`src/rtl/fp_ftoi_arbiter_pkg.sv`:
```
// -----------------------------------------------------------------------------
// fp_ftoi_arbiter_pkg
// Shared definitions for the fp32-to-int32 converter sharing block:
//   DATA_WIDTH   - operand/result width (fp32 in, int32 out)
//   FTOI_LATENCY - pipeline depth of the shared fp_ftoi converter
//   ftoi_tag_t   - {valid, id} tag that follows each operation through the
//                  converter so the result can be routed back to its owner
// -----------------------------------------------------------------------------
package fp_ftoi_arbiter_pkg;

  localparam int unsigned DATA_WIDTH   = 32;
  localparam int unsigned FTOI_LATENCY = 2;

  // The tag id is sized for the largest supported requester count (8), so one
  // tag type serves every NUM_REQ from 2 to 8.
  localparam int unsigned MAX_REQ  = 8;
  localparam int unsigned TAG_ID_W = $clog2(MAX_REQ);

  typedef struct packed {
    logic                valid;
    logic [TAG_ID_W-1:0] id;
  } ftoi_tag_t;

  localparam ftoi_tag_t TAG_IDLE = '{valid: 1'b0, id: {TAG_ID_W{1'b0}}};

  // Build a valid tag for requester req_id.
  function automatic ftoi_tag_t make_tag(input logic [TAG_ID_W-1:0] req_id);
    make_tag = '{valid: 1'b1, id: req_id};
  endfunction

endpackage

```
`src/rtl/fp_ftoi_arbiter_rr_arbiter.sv`:
```
// -----------------------------------------------------------------------------
// rr_arbiter
// Combinational round-robin arbiter, reusable by any shared unit.
// The request scan starts just above ptr_i and wraps, so the requester that
// was granted last has the lowest priority.
// Ports:
//   req_i [N]     - request vector
//   ptr_i [PTR_W] - index of the most recent grant
//   gnt_o [N]     - one-hot grant (all zero when nothing requests)
// -----------------------------------------------------------------------------
module rr_arbiter #(
  parameter  int unsigned N     = 4,
  localparam int unsigned PTR_W = (N > 1) ? $clog2(N) : 1
) (
  input  logic [N-1:0]     req_i,
  input  logic [PTR_W-1:0] ptr_i,
  output logic [N-1:0]     gnt_o
);

  logic [PTR_W-1:0] idx_s;
  logic             found_s;

  // Walk ptr+1, ptr+2, ... ptr+N (mod N); the first requester hit wins.
  always_comb begin
    gnt_o   = {N{1'b0}};
    found_s = 1'b0;
    idx_s   = {PTR_W{1'b0}};
    for (int unsigned k = 1; k <= N; k++) begin
      idx_s        = PTR_W'((32'(ptr_i) + k) % N);
      gnt_o[idx_s] = req_i[idx_s] & ~found_s;
      found_s      = found_s | req_i[idx_s];
    end
  end

endmodule

```
`src/rtl/fp_ftoi_arbiter.sv`:
```
// -----------------------------------------------------------------------------
// fp_ftoi_arbiter
// Shares one pipelined fp32-to-int32 converter (fp_ftoi) among NUM_REQ
// requesters. Requests are granted round-robin (one issue per cycle), each
// operation carries its requester id through a tag pipeline that mirrors the
// converter latency, and results land in per-requester response registers
// that are held until the requester accepts them.
// Ports:
//   clk, rst              - clock, asynchronous active-high reset
//   req_valid_i/ready_o   - per-requester request handshake (ready one-hot)
//   req_data_i            - fp32 operands, requester i at [i*32 +: 32]
//   rsp_valid_o/ready_i   - per-requester response handshake
//   rsp_data_o            - int32 results, same packing as req_data_i
//   fu_float_in_o         - operand to the converter
//   fu_int_result_i       - result from the converter
//   fu_result_valid_i     - converter result valid
//   err_sticky_o          - a tag left the pipeline without a converter result
// -----------------------------------------------------------------------------
module fp_ftoi_arbiter
  import fp_ftoi_arbiter_pkg::*;
#(
  parameter int unsigned NUM_REQ    = 4,
  parameter int unsigned FU_LATENCY = FTOI_LATENCY
) (
  input  logic                          clk,
  input  logic                          rst,
  input  logic [NUM_REQ-1:0]            req_valid_i,
  output logic [NUM_REQ-1:0]            req_ready_o,
  input  logic [NUM_REQ*DATA_WIDTH-1:0] req_data_i,
  output logic [NUM_REQ-1:0]            rsp_valid_o,
  input  logic [NUM_REQ-1:0]            rsp_ready_i,
  output logic [NUM_REQ*DATA_WIDTH-1:0] rsp_data_o,
  output logic [DATA_WIDTH-1:0]         fu_float_in_o,
  input  logic [DATA_WIDTH-1:0]         fu_int_result_i,
  input  logic                          fu_result_valid_i,
  output logic                          err_sticky_o
);

  localparam int unsigned PTR_W      = $clog2(NUM_REQ);
  // One extra stage covers the operand register in front of the converter.
  localparam int unsigned TAG_STAGES = FU_LATENCY + 1;
  // Pointer starts at the top so requester 0 wins the first arbitration.
  localparam logic [PTR_W-1:0] PTR_RESET = PTR_W'(NUM_REQ - 1);

  logic [NUM_REQ-1:0][DATA_WIDTH-1:0] req_data_s;

  logic [NUM_REQ-1:0] eligible_s;
  logic [NUM_REQ-1:0] gnt_s;
  logic [NUM_REQ-1:0] rsp_hs_s;
  logic               issue_s;
  logic [PTR_W-1:0]   gnt_idx_s;
  ftoi_tag_t          last_tag_s;

  logic [PTR_W-1:0]                   ptr_q,       ptr_d;
  logic [NUM_REQ-1:0]                 busy_q,      busy_d;
  logic [DATA_WIDTH-1:0]              operand_q,   operand_d;
  ftoi_tag_t [TAG_STAGES-1:0]         tag_q,       tag_d;
  logic [NUM_REQ-1:0]                 rsp_valid_q, rsp_valid_d;
  logic [NUM_REQ-1:0][DATA_WIDTH-1:0] rsp_data_q,  rsp_data_d;
  logic                               err_q,       err_d;

  assign req_data_s = req_data_i;

  // A requester with a result still outstanding may not issue again; busy is
  // registered, so a response handshake only frees the slot next cycle.
  assign eligible_s = req_valid_i & ~busy_q;

  rr_arbiter #(
    .N (NUM_REQ)
  ) u_rr_arbiter (
    .req_i (eligible_s),
    .ptr_i (ptr_q),
    .gnt_o (gnt_s)
  );

  assign req_ready_o = gnt_s;
  assign issue_s     = |gnt_s;
  assign rsp_hs_s    = rsp_valid_q & rsp_ready_i;
  assign last_tag_s  = tag_q[TAG_STAGES-1];

  // Encode the one-hot grant into a requester index.
  always_comb begin
    gnt_idx_s = {PTR_W{1'b0}};
    for (int unsigned i = 0; i < NUM_REQ; i++) begin
      gnt_idx_s = gnt_idx_s | (gnt_s[i] ? PTR_W'(i) : {PTR_W{1'b0}});
    end
  end

  // Issue side: pointer, operand register, tag insertion/shift and busy bits.
  always_comb begin
    ptr_d     = ptr_q;
    operand_d = operand_q;
    tag_d[0]  = TAG_IDLE;
    if (issue_s) begin
      ptr_d     = gnt_idx_s;
      operand_d = req_data_s[gnt_idx_s];
      tag_d[0]  = make_tag(TAG_ID_W'(gnt_idx_s));
    end else begin
      // Operand holds its last value so the converter input is quiet when idle.
      ptr_d     = ptr_q;
      operand_d = operand_q;
      tag_d[0]  = TAG_IDLE;
    end
    // The converter never stalls, so the tags shift unconditionally.
    for (int unsigned k = 1; k < TAG_STAGES; k++) begin
      tag_d[k] = tag_q[k-1];
    end
    // A grant and a response handshake never hit the same requester in one
    // cycle (grant needs !busy, a pending response implies busy).
    busy_d = (busy_q | gnt_s) & ~rsp_hs_s;
  end

  // Return side: route the converter result to its owner's buffer and track
  // tag/converter agreement.
  always_comb begin
    rsp_valid_d = rsp_valid_q;
    rsp_data_d  = rsp_data_q;
    for (int unsigned i = 0; i < NUM_REQ; i++) begin
      if (last_tag_s.valid && (last_tag_s.id == TAG_ID_W'(i))) begin
        // The result is stored even if the converter flags it invalid, so
        // the requester is never left waiting; the error is reported instead.
        rsp_valid_d[i] = 1'b1;
        rsp_data_d[i]  = fu_int_result_i;
      end else if (rsp_hs_s[i]) begin
        rsp_valid_d[i] = 1'b0;
      end else begin
        rsp_valid_d[i] = rsp_valid_q[i];
      end
    end
    err_d = err_q | (last_tag_s.valid & ~fu_result_valid_i);
  end

  // State registers; reset discards anything in flight.
  always_ff @(posedge clk or posedge rst) begin
    if (rst) begin
      ptr_q       <= PTR_RESET;
      busy_q      <= {NUM_REQ{1'b0}};
      operand_q   <= {DATA_WIDTH{1'b0}};
      tag_q       <= {$bits(tag_q){1'b0}};
      rsp_valid_q <= {NUM_REQ{1'b0}};
      rsp_data_q  <= {(NUM_REQ*DATA_WIDTH){1'b0}};
      err_q       <= 1'b0;
    end else begin
      ptr_q       <= ptr_d;
      busy_q      <= busy_d;
      operand_q   <= operand_d;
      tag_q       <= tag_d;
      rsp_valid_q <= rsp_valid_d;
      rsp_data_q  <= rsp_data_d;
      err_q       <= err_d;
    end
  end

  assign rsp_valid_o   = rsp_valid_q;
  assign rsp_data_o    = rsp_data_q;
  assign fu_float_in_o = operand_q;
  assign err_sticky_o  = err_q;

endmodule
```
`config.mk`:
```
export PLATFORM = sky130hd
export DESIGN_NAME = fp_ftoi_arbiter
export DESIGN_NICKNAME = d
export VERILOG_FILES = /design/src/rtl/fp_ftoi_arbiter_pkg.sv /design/src/rtl/fp_ftoi_arbiter_rr_arbiter.sv /design/src/rtl/fp_ftoi_arbiter.sv
export SDC_FILE = /design/constraint.sdc
export NUM_CORES = 1
export LEC_CHECK = 0
export BUFFER_PORTS_ARGS = -buffer_cell sky130_fd_sc_hd__buf_4
export CAP_MARGIN = 0
export CELL_PAD_IN_SITES_DETAIL_PLACEMENT = 1
export CELL_PAD_IN_SITES_GLOBAL_PLACEMENT = 2
export CORE_AREA = 2 2 173 175
export DETAILED_ROUTE_END_ITERATION = 10
export DIE_AREA = 0 0 175 177
export PLACE_DENSITY = 0.72
export SLEW_MARGIN = 20
export SYNTH_ARGS = -nofsm -noshare
export SYNTH_HDL_FRONTEND = slang
export SYNTH_SLANG_ARGS = --single-unit
```
`constraint.sdc`:
```
create_clock -name clk -period 5.4 [get_ports clk]
set_input_delay 0.81 -clock clk [delete_from_list [all_inputs] [get_ports clk]]
set_output_delay 0.81 -clock clk [all_outputs]
set_load 0.01 [all_outputs]
```
==> flow_summary.yaml <==
run_status:
  outcome: "finished, final reports clean"
cts:
  tritoncts.num_buffers: 17
  clock_tree_from_tritoncts: "yes"
  h-tree-depth: 4
  ctsHoldBuffers: 0
  tritoncts_num_sinks: 180
  clkTransAtPathRegs_ps: 80
  cts.root.buffer_cell: "clkbuf_16"
  cts-root-to-sink-buffers: 2
  postCtsSetupBuffers: 0
  clock_network_latency_to_the_later_pin_of_the_worst_skew_pair_ps: 430
  post_cts_resized: 0
logic_synthesis:
  synth_enable_flop_cells: 0
  synth-seq-cells: 180
  ys.warnings.count: 0
  syn-cell-area_um2: 8020
  syn_area_per_cell_um2: 14.1
  synthArstFlopShare: 1.00
  post_synthesis_instance_total: 569
  synth_seq_area_share: 0.562
  mappedNetlistNets: 748
  dominantRegCellSynth: "dfrtp_1"
  synth_cell_types: 47
floorplan:
  floorplan.die.width_um: 175
  core_area_um2: 29200
  io_pins: 340
  floorplan.initialDensity: 0.274
  rows: 63
  vert_die_dim_um: 177
  die_area_um2: 31000
placed_design:
  post-dp-hpwl_mm: 18.2
  place_ws_ps: 1390
  place.gp.congestion: 0.819
  place.port_buffers: 339
worst_setup_path:
  endpoint_kind: "output port"
  timing_worst_setup_path_type: "register to output port"
  critical_path.max_fanout: 34
  cp_data_arrival_time_ps: 3550
  crit_path_start_kind: "register"
  timing.critical_path.required_ps: 4590
sta:
  fin_worst_skew_ps: 13.0
  unrepaired_setup_endpoints_after_global_routing: "no"
  period_needed_ps: 4360
  slew_viol_final: 0
  tightestPinTransition_ps: 1050
  final-setup-viol-count: 0
  achievable-frequency_mhz: 229
  post-route-period-util: 0.807
  slew-limit-headroom: 0.302
  setup_tns_ps: 0
  hold_viol_final: 0
  post-route-worst-setup-slack_ps: 1040
route:
  detail_route.wirelength_mm: 25.7
  antenna_violating_nets_post_route: 0
  route.detailed.drc: 0
  routed_wire_length_per_instance_um: 19.7
  drt_pass1_iterations: 4
  detail_route.vias_per_cell: 4.76
  initialDrtViolationCount: 233
  detailroute.via_count: 6186
global_routing:
  grt_usage: 0.165
  grt_antenna_before_repair: 0
  first_global_vias: 6609
  grt_start_max_net_pins: 181
  grt_overflow_total: 0
  first_pass_grt_wire_length_mm: 39.4
cells_and_area:
  num_antenna_cells: 0
  nNetsFinal: 1076
  syn2layout_area_growth_pct: 43.9
  post_route_cells_drive_above_1_share: 0.610
job:
  maxCapViolations: 0
power_and_ir_drop:
  ir_drop_uv: 497
  power-per-cell-area_nw_per_um2: 775
  total_power_mw: 8.94
  cellLeakagePower_nw: 5.34
worst_hold_path:
  holdCritPathClass: "register to register"
## synthesized netlist by cell type, types with 4 or more instances
cell      instances  area [um2]
o221ai_1          4        35.0
nor2_1            6        22.5
buf_6             7        78.8
ha_1              8         100
mux2i_1          32         320
o221ai_2         28         420
clkbuf_1         24        90.1
o22ai_1          33         206
inv_1            11        41.3
nand2b_1          4        25.0
nor2b_1           5        31.3
buf_2             7        35.0
inv_2             4        15.0
nand3_1           7        35.0
nand4_1          33         206
dfrtp_1         178        4450
mux2_2          129        1450
a21oi_1           4        20.0
## path summary, 6_finish.rpt
kind | from | to | slack [ps] | cells past startpoint
worst min register to register | tag_d[8] | last_tag_s[0] | 350 | 0
worst max-delay path | ptr_q[0] | req_ready_o[0] | 1040 | 9
worst min-delay path | tag_d[8] | last_tag_s[0] | 350 | 0
worst max register to register | ptr_q[0] | fu_float_in_o[24] | 1320 | 10
max in group asynchronous | rst | fu_float_in_o[16] | 3940 | 3
min in group asynchronous | rst | rsp_data_o[40] | 650 | 3
## state kept, by name (all words and copies together), names as in the netlist
signal         count
busy_q             4
fu_float_in_o     32
rsp_data_o       128
rsp_valid_o        4
ptr_q              2
tag_d              6
err_sticky_o       1
last_tag_s         3
## worst max-delay path, stage by stage, from the launching register on
cell,delay [ps]
dfstp_2,660
inv_2,140
ha_1,400
nor4bb_1,160
a22oi_1,200
nand3_1,210
a32oi_1,280
mux2_2,710
inv_2,160
buf_4,190
## layout by cell type, fill, tap and decap left out, drive strengths merged, types with 2 or more instances in the layout
master	n
nor4b	2
o2bb2ai	2
mux2i	32
a2111oi	2
dfrtp	178
buf	349
dfstp	2
a21boi	2
o22ai	33
nor3	2
a2bb2oi	3
nand2	3
inv	22
mux4	3
o221ai	32
clkbuf	18
a21o	2
clkinv	6
nand2b	4
ha	8
nor2	6
nor2b	5
nand4	33
o21ai	4
a21oi	4
nand3	7
mux2	129
nand3b	2
## power by group
part	switching, mW	leakage [nW]	total, mW	internal, mW
combinational	2.74	2.94	5.20	2.47
clock	0.626	0.288	1.25	0.626
sequential	0.392	2.12	2.49	2.10
## through the flow
step | hold WS (ps) | std cells | cell area, um2 | util
after floorplan | 331 | 569 | 8030 | -
after global placement | 332 | 1268 | 11000 | 0.374
after detailed placement | 336 | 1268 | 11000 | 0.374
after CTS | 354 | 1300 | 11500 | 0.395
after global routing | 361 | 1300 | 11500 | 0.395
final | 354 | 1300 | 11500 | 0.395
## final cells by class
cell class,count,area (um2)
inverter,15,60.1
clock inverter,14,161
timing repair buffer,349,2630
tap,390,488
clock buffer,18,429
sequential,180,4510
fill,3136,17700
multi-input combinational,334,3260
## kinds of logic (layout without fill, tap and decap cells)
logic type / count (synthesis) / count (layout) / share of synthesized area
multiplexers: 164 / 164 / 0.229
AO/OA/AOI/OAI: 92 / 92 / 0.110
adder cells (fa/ha/maj): 8 / 8 / 0.0125
buffers and inverters: 55 / 396 / 0.0343
AND/OR/NAND/NOR: 70 / 70 / 0.0521
flip-flops: 180 / 180 / 0.562
## layer usage
metal	vias to the layer above	track usage	wire length [um]
met1	3117	0.208	10900
met3	16	0.0473	1740
li1	2830	-	-
met5	-	0	0
met4	0	0.0326	244
met2	223	0.282	12700
Power figures use the tool's default switching activity.
